===== config.mk =====
export PLATFORM = sky130hd
export DESIGN_NAME = moving_sum_ctrl
export DESIGN_NICKNAME = d
export VERILOG_FILES = /design/src/rtl/moving_sum_ctrl_pkg.sv /design/src/rtl/moving_sum_ctrl_inflight.sv /design/src/rtl/moving_sum_ctrl.sv
export SDC_FILE = /design/constraint.sdc
export NUM_CORES = 1
export LEC_CHECK = 0
export ABC_AREA = 1
export ABC_CLOCK_PERIOD_IN_PS = 2060
export CAP_MARGIN = 10
export CELL_PAD_IN_SITES_DETAIL_PLACEMENT = 0
export CELL_PAD_IN_SITES_GLOBAL_PLACEMENT = 1
export CORE_ASPECT_RATIO = 0.7
export CORE_MARGIN = 5
export CORE_UTILIZATION = 16
export CTS_CLUSTER_DIAMETER = 40
export DETAILED_ROUTE_END_ITERATION = 10
export PLACE_DENSITY = 0.81
export SYNTH_ARGS = -nofsm -noshare
export SYNTH_HDL_FRONTEND = slang
export SYNTH_SLANG_ARGS = --single-unit

===== constraint.sdc =====
create_clock -name clk -period 2.06 [get_ports clk]
set_clock_uncertainty 0.2 [all_clocks]
set_input_delay 0.309 -clock clk [delete_from_list [all_inputs] [get_ports clk]]
set_output_delay 0.309 -clock clk [all_outputs]
set_load 0.1 [all_outputs]

===== src/rtl/moving_sum_ctrl_pkg.sv =====
// Shared types and helpers for the moving-sum run-time controller.
package moving_sum_ctrl_pkg;

  // Controller phases: normal streaming, draining in-flight samples, and
  // the single cycle in which the datapath is cleared and reloaded.
  typedef enum logic [1:0] {
    ST_RUN   = 2'd0,
    ST_DRAIN = 2'd1,
    ST_CLEAR = 2'd2
  } state_t;

  // Width of the window-length field for a given maximum length.
  function automatic int calc_lw(input int max_len);
    return $clog2(max_len + 1);
  endfunction

  // Width of the complex sum output (I and Q, each grown by LW bits).
  function automatic int calc_ow(input int width, input int lw);
    return 2 * (width + lw);
  endfunction

  // A zero-length window is meaningless, and lengths beyond MAX_LEN do not
  // fit the datapath delay line, so both are pulled into range.
  function automatic int clamp_len(input int len, input int max_len);
    if (len == 0) return 1;
    if (len > max_len) return max_len;
    return len;
  endfunction

endpackage


===== src/rtl/moving_sum_ctrl_inflight.sv =====
// Saturating up/down count of samples inside the moving-sum datapath.
// full stalls the input; empty tells the controller the pipe has drained.
module moving_sum_ctrl_inflight #(
  parameter int W = 4
) (
  input  logic clk,
  input  logic reset,
  input  logic clear,
  input  logic inc,
  input  logic dec,
  output logic full,
  output logic empty
);

  logic [W-1:0] count;

  // Count accepted inputs minus emitted outputs, never wrapping either way.
  always_ff @(posedge clk) begin
    // NOTE: sequential state uses non-blocking assignments so every register
    // samples pre-edge values regardless of block ordering.
    if (reset || clear) begin
      count <= '0;
    end else if (inc && !dec && !full) begin
      count <= count + W'(1);
    end else if (dec && !inc && !empty) begin
      count <= count - W'(1);
    end
  end

  assign full  = (count == '1);
  assign empty = (count == '0);

endmodule


===== src/rtl/moving_sum_ctrl.sv =====
// Run-time controller for moving_sum_complex: owns the datapath len/clear,
// applies new window lengths at a packet boundary after draining, and passes
// both sample streams through with zero latency.
// Optional feature: define MOVING_SUM_CTRL_WARMUP_DROP_EN to swallow the
// first ms_len-1 outputs after every datapath clear (partial-window sums).
module moving_sum_ctrl
  import moving_sum_ctrl_pkg::*;
#(
  parameter int MAX_LEN     = 1023,
  parameter int WIDTH       = 16,
  parameter int DEFAULT_LEN = 16,
  parameter int INFLIGHT_W  = 4,
  localparam int LW = calc_lw(MAX_LEN),
  localparam int OW = calc_ow(WIDTH, LW)
) (
  input  logic               clk,
  input  logic               reset,
  input  logic               clear,
  input  logic [LW-1:0]      cfg_len,
  input  logic               cfg_valid,
  output logic               cfg_ready,
  input  logic [2*WIDTH-1:0] s_tdata,
  input  logic               s_tlast,
  input  logic               s_tvalid,
  output logic               s_tready,
  output logic [LW-1:0]      ms_len,
  output logic               ms_clear,
  output logic [2*WIDTH-1:0] ms_i_tdata,
  output logic               ms_i_tlast,
  output logic               ms_i_tvalid,
  input  logic               ms_i_tready,
  input  logic [OW-1:0]      ms_o_tdata,
  input  logic               ms_o_tlast,
  input  logic               ms_o_tvalid,
  output logic               ms_o_tready,
  output logic [OW-1:0]      m_tdata,
  output logic               m_tlast,
  output logic               m_tvalid,
  input  logic               m_tready,
  output logic               busy
);

  state_t        state;
  logic [LW-1:0] pend_len;
  logic          in_pkt;
  logic          gate;
  logic          drop;
  logic          in_hs;
  logic          inflight_full;
  logic          inflight_empty;

  // Input may flow in RUN, or in DRAIN until the open packet closes, and
  // only while the datapath still has room for another sample.
  always_comb begin
    // NOTE: default first so no path leaves gate unassigned (no latch).
    gate = 1'b0;
    if (!reset && !inflight_full) begin
      case (state)
        ST_RUN:   gate = 1'b1;
        ST_DRAIN: gate = in_pkt;
        default:  gate = 1'b0;
      endcase
    end
  end

  assign ms_i_tdata  = s_tdata;
  assign ms_i_tlast  = s_tlast;
  assign ms_i_tvalid = s_tvalid & gate;
  assign s_tready    = ms_i_tready & gate;
  assign in_hs       = s_tvalid & s_tready;

  assign cfg_ready = ~reset & (state == ST_RUN);
  assign ms_clear  = ~reset & (clear | (state == ST_CLEAR));
  assign busy      = (state != ST_RUN);

  assign m_tdata     = ms_o_tdata;
  assign m_tlast     = ms_o_tlast;
  assign m_tvalid    = ~reset & ms_o_tvalid & ~drop;
  assign ms_o_tready = ~reset & (m_tready | drop);

  moving_sum_ctrl_inflight #(
    .W (INFLIGHT_W)
  ) u_inflight (
    .clk   (clk),
    .reset (reset),
    .clear (clear),
    .inc   (in_hs),
    .dec   (ms_o_tvalid & ms_o_tready),
    .full  (inflight_full),
    .empty (inflight_empty)
  );

  // Length-change sequencer plus packet tracking; soft clear overrides it.
  always_ff @(posedge clk) begin
    if (reset) begin
      state    <= ST_RUN;
      ms_len   <= LW'(DEFAULT_LEN);
      pend_len <= LW'(DEFAULT_LEN);
      in_pkt   <= 1'b0;
    end else if (clear) begin
      state  <= ST_RUN;
      in_pkt <= 1'b0;
    end else begin
      if (in_hs) in_pkt <= ~s_tlast;
      case (state)
        ST_RUN: begin
          if (cfg_valid) begin
            pend_len <= LW'(clamp_len(int'(cfg_len), MAX_LEN));
            state    <= ST_DRAIN;
          end
        end
        ST_DRAIN: begin
          if (!in_pkt && inflight_empty) state <= ST_CLEAR;
        end
        ST_CLEAR: begin
          ms_len <= pend_len;
          state  <= ST_RUN;
        end
        default: state <= ST_RUN;
      endcase
    end
  end

`ifdef MOVING_SUM_CTRL_WARMUP_DROP_EN
  logic [LW-1:0] warm_cnt;
  logic          warm_done;
  logic          out_hs;

  assign out_hs    = ms_o_tvalid & ms_o_tready;
  assign warm_done = (warm_cnt >= ms_len - LW'(1));
  // Packet ends are always delivered so downstream framing survives.
  assign drop      = ~warm_done & ~ms_o_tlast;

  // Count outputs since the last datapath clear, stopping once warm. After
  // reset the window is treated as already warm.
  always_ff @(posedge clk) begin
    if (reset) begin
      warm_cnt <= LW'(DEFAULT_LEN - 1);
    end else if (ms_clear) begin
      warm_cnt <= '0;
    end else if (out_hs && !warm_done) begin
      warm_cnt <= warm_cnt + LW'(1);
    end
  end
`else
  assign drop = 1'b0;
`endif

endmodule


* After elaboration in Yosys (flattened, before gate mapping)
Cells that the tools add are included.
Storage, ports and cells: flip-flop bits (word level) 27, bits of input ports 104, output and inout port bits 103, logic and storage cells 60
Cells by class: $add $sub $neg 2, equality and inequality tests 5, mux-type cells 14, bitwise operators 12, reduce and logical (&&, ||, !) cells 22
Operators with widths (count):
- $logic_not 10->1 | 1
- $mux 10 | 1
- $and 1x1->1 | 8
- $mux 4 | 2
- $mux 1 | 7
- $logic_and 1x1->1 | 6
- $logic_not 1->1 | 6
- $add 4x1->4 const B | 1
- $eq 4x4->1 const B | 1
- $logic_not 4->1 | 1
- $mux 2 | 2
- $ne 2x2->1 const B | 2
- $pmux 2 s2 | 1
- $reduce_and 2->1 | 2
- $reduce_bool 2->1 | 2
- $sub 4x1->4 const B | 1
- $not 1->1 | 3
- $reduce_and 3->1 | 1
- $eq 2x1->1 const B | 1
- $eq 2x2->1 const B | 1
- $logic_not 2->1 | 1
- $pmux 1 s2 | 1
- $reduce_or 2->1 | 1
- $logic_or 1x1->1 | 1
- $or 1x1->1 | 1

* Logic depth before layout (Yosys ltp)
word-level depth 11, depth in mapped cells 14, mapped depth without buffers 14

* By module
Synthesis repeated with hierarchy kept, for this count alone.
Second synthesis, totals: cells, all modules 269, area, all modules 2008.2 µm²
By module, submodules not included:
- moving_sum_ctrl | instances 1, cells each 221, area an instance 1676.6 µm², sequential area each 460.4 µm²
- moving_sum_ctrl_inflight | instances 1, cells each 48, area an instance 331.6 µm², sequential area each 80.1 µm²

* Worst setup path after synthesis
Ideal clock, no wire load.
kind register to output, start point register state[1], end point output cfg_ready, data arrival time 2255 ps, required time 1551 ps, slack -704 ps, cell stages (with the launch flop) 4, buffers on the path 0, cells stage by stage dfxtp_1 -> nor2_1 -> inv_1 -> nor2_1
On the way: cells in the longest elaborated chain, start to end 2
Ends and longest elaborated chain:
- start, declared | line moving_sum_ctrl.sv:43 | state_t state;
- start signal, assigned | line moving_sum_ctrl.sv:96 | state <= ST_RUN;
- start signal, assigned | line moving_sum_ctrl.sv:101 | state <= ST_RUN;
- start signal, assigned | line moving_sum_ctrl.sv:109 | state <= ST_DRAIN;
- $logic_not 2->1 | line moving_sum_ctrl.sv:72 | assign cfg_ready = ~reset & (state == ST_RUN);
- $and 1x1->1 | line moving_sum_ctrl.sv:72
- end, declared | line moving_sum_ctrl.sv:21 | output logic cfg_ready,
Every way passes these cells.

* Worst setup path in the final report
start point register u_inflight.count[3], end point register u_inflight.count[3]
On the way: cells in the longest elaborated chain, start to end 10, elaborated cells between the ends (all ways) 18, those cells by class 2 x add/sub; 1 x eq/ne; 3 x mux; 2 x bitwise; 10 x reduce/logical
Ends and longest elaborated chain:
- start, declared | line moving_sum_ctrl_inflight.sv:15 | logic [W-1:0] count;
- start signal, assigned | line moving_sum_ctrl_inflight.sv:24 | count <= count + W'(1);
- start signal, assigned | line moving_sum_ctrl_inflight.sv:26 | count <= count - W'(1);
- $eq 4x4->1 | line moving_sum_ctrl_inflight.sv:30 | assign full = (count == '1);
- $logic_not 1->1 | line moving_sum_ctrl_inflight.sv:23, moving_sum_ctrl.sv:57
- $logic_and 1x1->1 | line moving_sum_ctrl.sv:57 | if (!reset && !inflight_full) begin
- $mux 1 | line moving_sum_ctrl.sv:57
- $and 1x1->1 | line moving_sum_ctrl.sv:69 | assign s_tready = ms_i_tready & gate;
- $and 1x1->1 | line moving_sum_ctrl.sv:70 | assign in_hs = s_tvalid & s_tready;
- $logic_not 1->1 | line moving_sum_ctrl_inflight.sv:25 | end else if (dec && !inc && !empty) begin
- $logic_and 1x1->1 (2 in a row) | line moving_sum_ctrl_inflight.sv:25
- $reduce_bool 2->1 (no line)
Parallel ways exist; a longest one is shown, timed or not. The select of a mux whose other input is x is not followed. A chain may end at the register's enable or synchronous reset.

==> reports/metrics.csv <==
metric,value,unit
status,completed,
synth_area,1870,sq um
viasPerCell,3.48,
synth_area_leaders,"buf_4, dfxtp_1, nor2_1",
drt-total-wl,4020,microns
worst_ep_required_time,2.02,ns
insertedDiodeCount,0,
cts_max_level,1,
max_freq,507,MHz
startpoint_type,flop,
dr.pass1.iters,4,
cts_buffers,3,
worst-path-buf-inv,1,
timing.final.crit_share,95.7,%
synth_ff_type,dfxtp_1,
worstPathMaxFanout,4,
p_comb_share,22.1,%
io_buffers,36,
worst_path_max_delay_cell,dfxtp_1,
synth_cells,254,
drive_gt1_share,26.7,%
p_seq_share,42.8,%
ys_ff_latch,27,
area_growth,12.6,%
track_usage,5.47,%
p_sw_share,29.0,%
pwr-share-clk,35.2,%
period_minus_slack,1.97,ns
grt_first_pass_wirelength,6320,microns
synth_top_area_share,34.5,%
synth_edf_count,0,
yosysUniqueCellTypes,24,
dpl.cell_count,369,
fin_area,2110,sq um
cts_tree,done,
final-setup-viol-count,0,
grt_max_degree,21,
yosys-top-cells-count,"buf_4, nor2_1, dfxtp_1, o21ai_0, inv_1",
rsz0062_at_grt,true,
yosysMostFrequentCell,buf_4,
power_density,614,nW/um^2
wl_per_cell,10.7,microns
finalMaxSlewViolations,0,
core_area,11600,sq um
peakVddDrop,0.249,mV
drt_drc_violations_left,0,
hold_viol_final,0,
die_w,139,microns
ys_warn_count,0,
crit_chain,"nand2_1, nor2_2, nor2_4, nand4_4, ha_4, a21o_1, a21oi_2, inv_1, nand2_2, nand4_1, nand2_1, nor2_1",
power.internal,0.919,mW
cts.sinks,27,
rows,33,
setup_tns,0,ns
r2r_slack,0.09,ns
cpMostUsedCell,nand2_1,
max_slew_margin,75.5,%
fin_nets,325,
max-cap-violations,0,
cts-root-buf,clkbuf_16,
crit_family,simple AND/OR/NAND/NOR gates,
clk_latency,0.26,ns
max_stage_delay,0.41,ns
synth-seq-area-share,28.9,%
clockBufferDepth,2,
synth.avg_cell_area,7.36,sq um
ant_nets,0,
gp_congestion,0.786,
top_level_ports,207,
fin_util,18.2,%
path_class,flop to flop,
path_clk_slew,0.07,ns
cp-end-kind,flop,
initial_core_util,16.2,%
vias,1301,
antenna_found_initial,0,
tightestPinTransition,0.366,ns
grt-ovfl-total,0,
syn-num-nets,361,
crit_arrival,1.93,ns
p_switching,0.375,mW
dieHeight,100,microns
place_hpwl,3170,microns
hold_path_class,input port to flop,
dieArea,14000,sq um
async_reset_ff_share,0,%
grt_pass1_vias,1330,
leakage,0.914,nW
drtIter0Drc,61,
synth_top_cell_by_area,buf_4,
placed_area,1970,sq um
fin_cells,374,
[worst min-delay path: stages]
cell and delay, ns:
dlymetal6s2s_1 0.19, nand3_2 0.12, a21oi_1 0.06
[stage by stage]
step | power [mW] | setup slack [ns] | hold slack [ns]
floorplan | 1.50 | -0.395 | 0.229
global placement | 0.844 | -0.364 | 0.243
detailed placement | 0.847 | -0.474 | 0.246
CTS | 1.31 | 0.00177 | 0.265
global route | 1.35 | -0.0397 | 0.271
finish | 1.29 | 0.0886 | 0.256
[layer usage]
layer	GRT usage, %	routed length [microns]
met1	5.66	1550
met2	9.13	1990
met3	3.03	351
met4	2.63	119
met5	0	0
[power groups by stage]
stage,Clock [mW],Sequential [mW],Combinational (mW)
after floorplan,0,0.579,0.920
after global placement,0,0.564,0.280
after detailed placement,0,0.564,0.283
after CTS,0.472,0.552,0.284
after global routing,0.493,0.555,0.306
final,0.455,0.553,0.286
[final cells by class]
cell class                      instances  area (sq um)
Multi-Input combinational cell        116           639
Sequential cell                        27           544
Fill cell                            1300          9460
Tap cell                              157           196
Timing Repair Buffer                   49           564
Clock inverter                          1          7.51
Inverter                               21          78.8
Clock buffer                            3          75.1
[timing repair]
item | CTS | global route
buffers inserted | 0 | 1
pin swaps | 0 | 8
setup endpoints to repair | 4 | 3
hold buffers | 0 | 0
endpoints found under the hold margin | 0 | 0
resized for setup | 3 | 15
[cells in the final DEF, fill, tap and decap left out, drive strengths merged, types with 4 or more instances in the layout]
| cell type | count |
|---|---|
| dfxtp | 27 |
| buf | 31 |
| clkbuf | 4 |
| nor2 | 52 |
| nand3 | 6 |
| clkdlybuf4s50 | 13 |
| inv | 19 |
| nand2 | 17 |
| o21ai | 21 |
| a21oi | 7 |
[cells by family (layout without fill, tap and decap cells)]
logic type                 after synthesis  in the layout  synth area share, %
adders and majority gates                3              3                 2.41
and+or+nand+nor                         81             81                 20.0
xor gates and xnor gates                 1              1                0.468
AOI/OAI and AO/OA                       31             31                 8.63
DFF                                     27             27                 28.9
buffers and inverters                  111             74                 39.6
[sequential cells by signal (all words and copies together), names as in the netlist]
name,cells
ms_len,10
u_inflight.count,4
state,2
pend_len,10
in_pkt,1
[worst paths after layout]
| check | from | to | depth (start not counted) |
|---|---|---|---|
| hold / removal | s_tvalid | in_pkt | 3 |
| hold reg to reg | pend_len[4] | pend_len[4] | 2 |
| setup reg to reg | u_inflight.count[3] | u_inflight.count[3] | 12 |
| setup / recovery | u_inflight.count[3] | u_inflight.count[3] | 12 |
No activity file was read; power rests on OpenSTA's default activity.
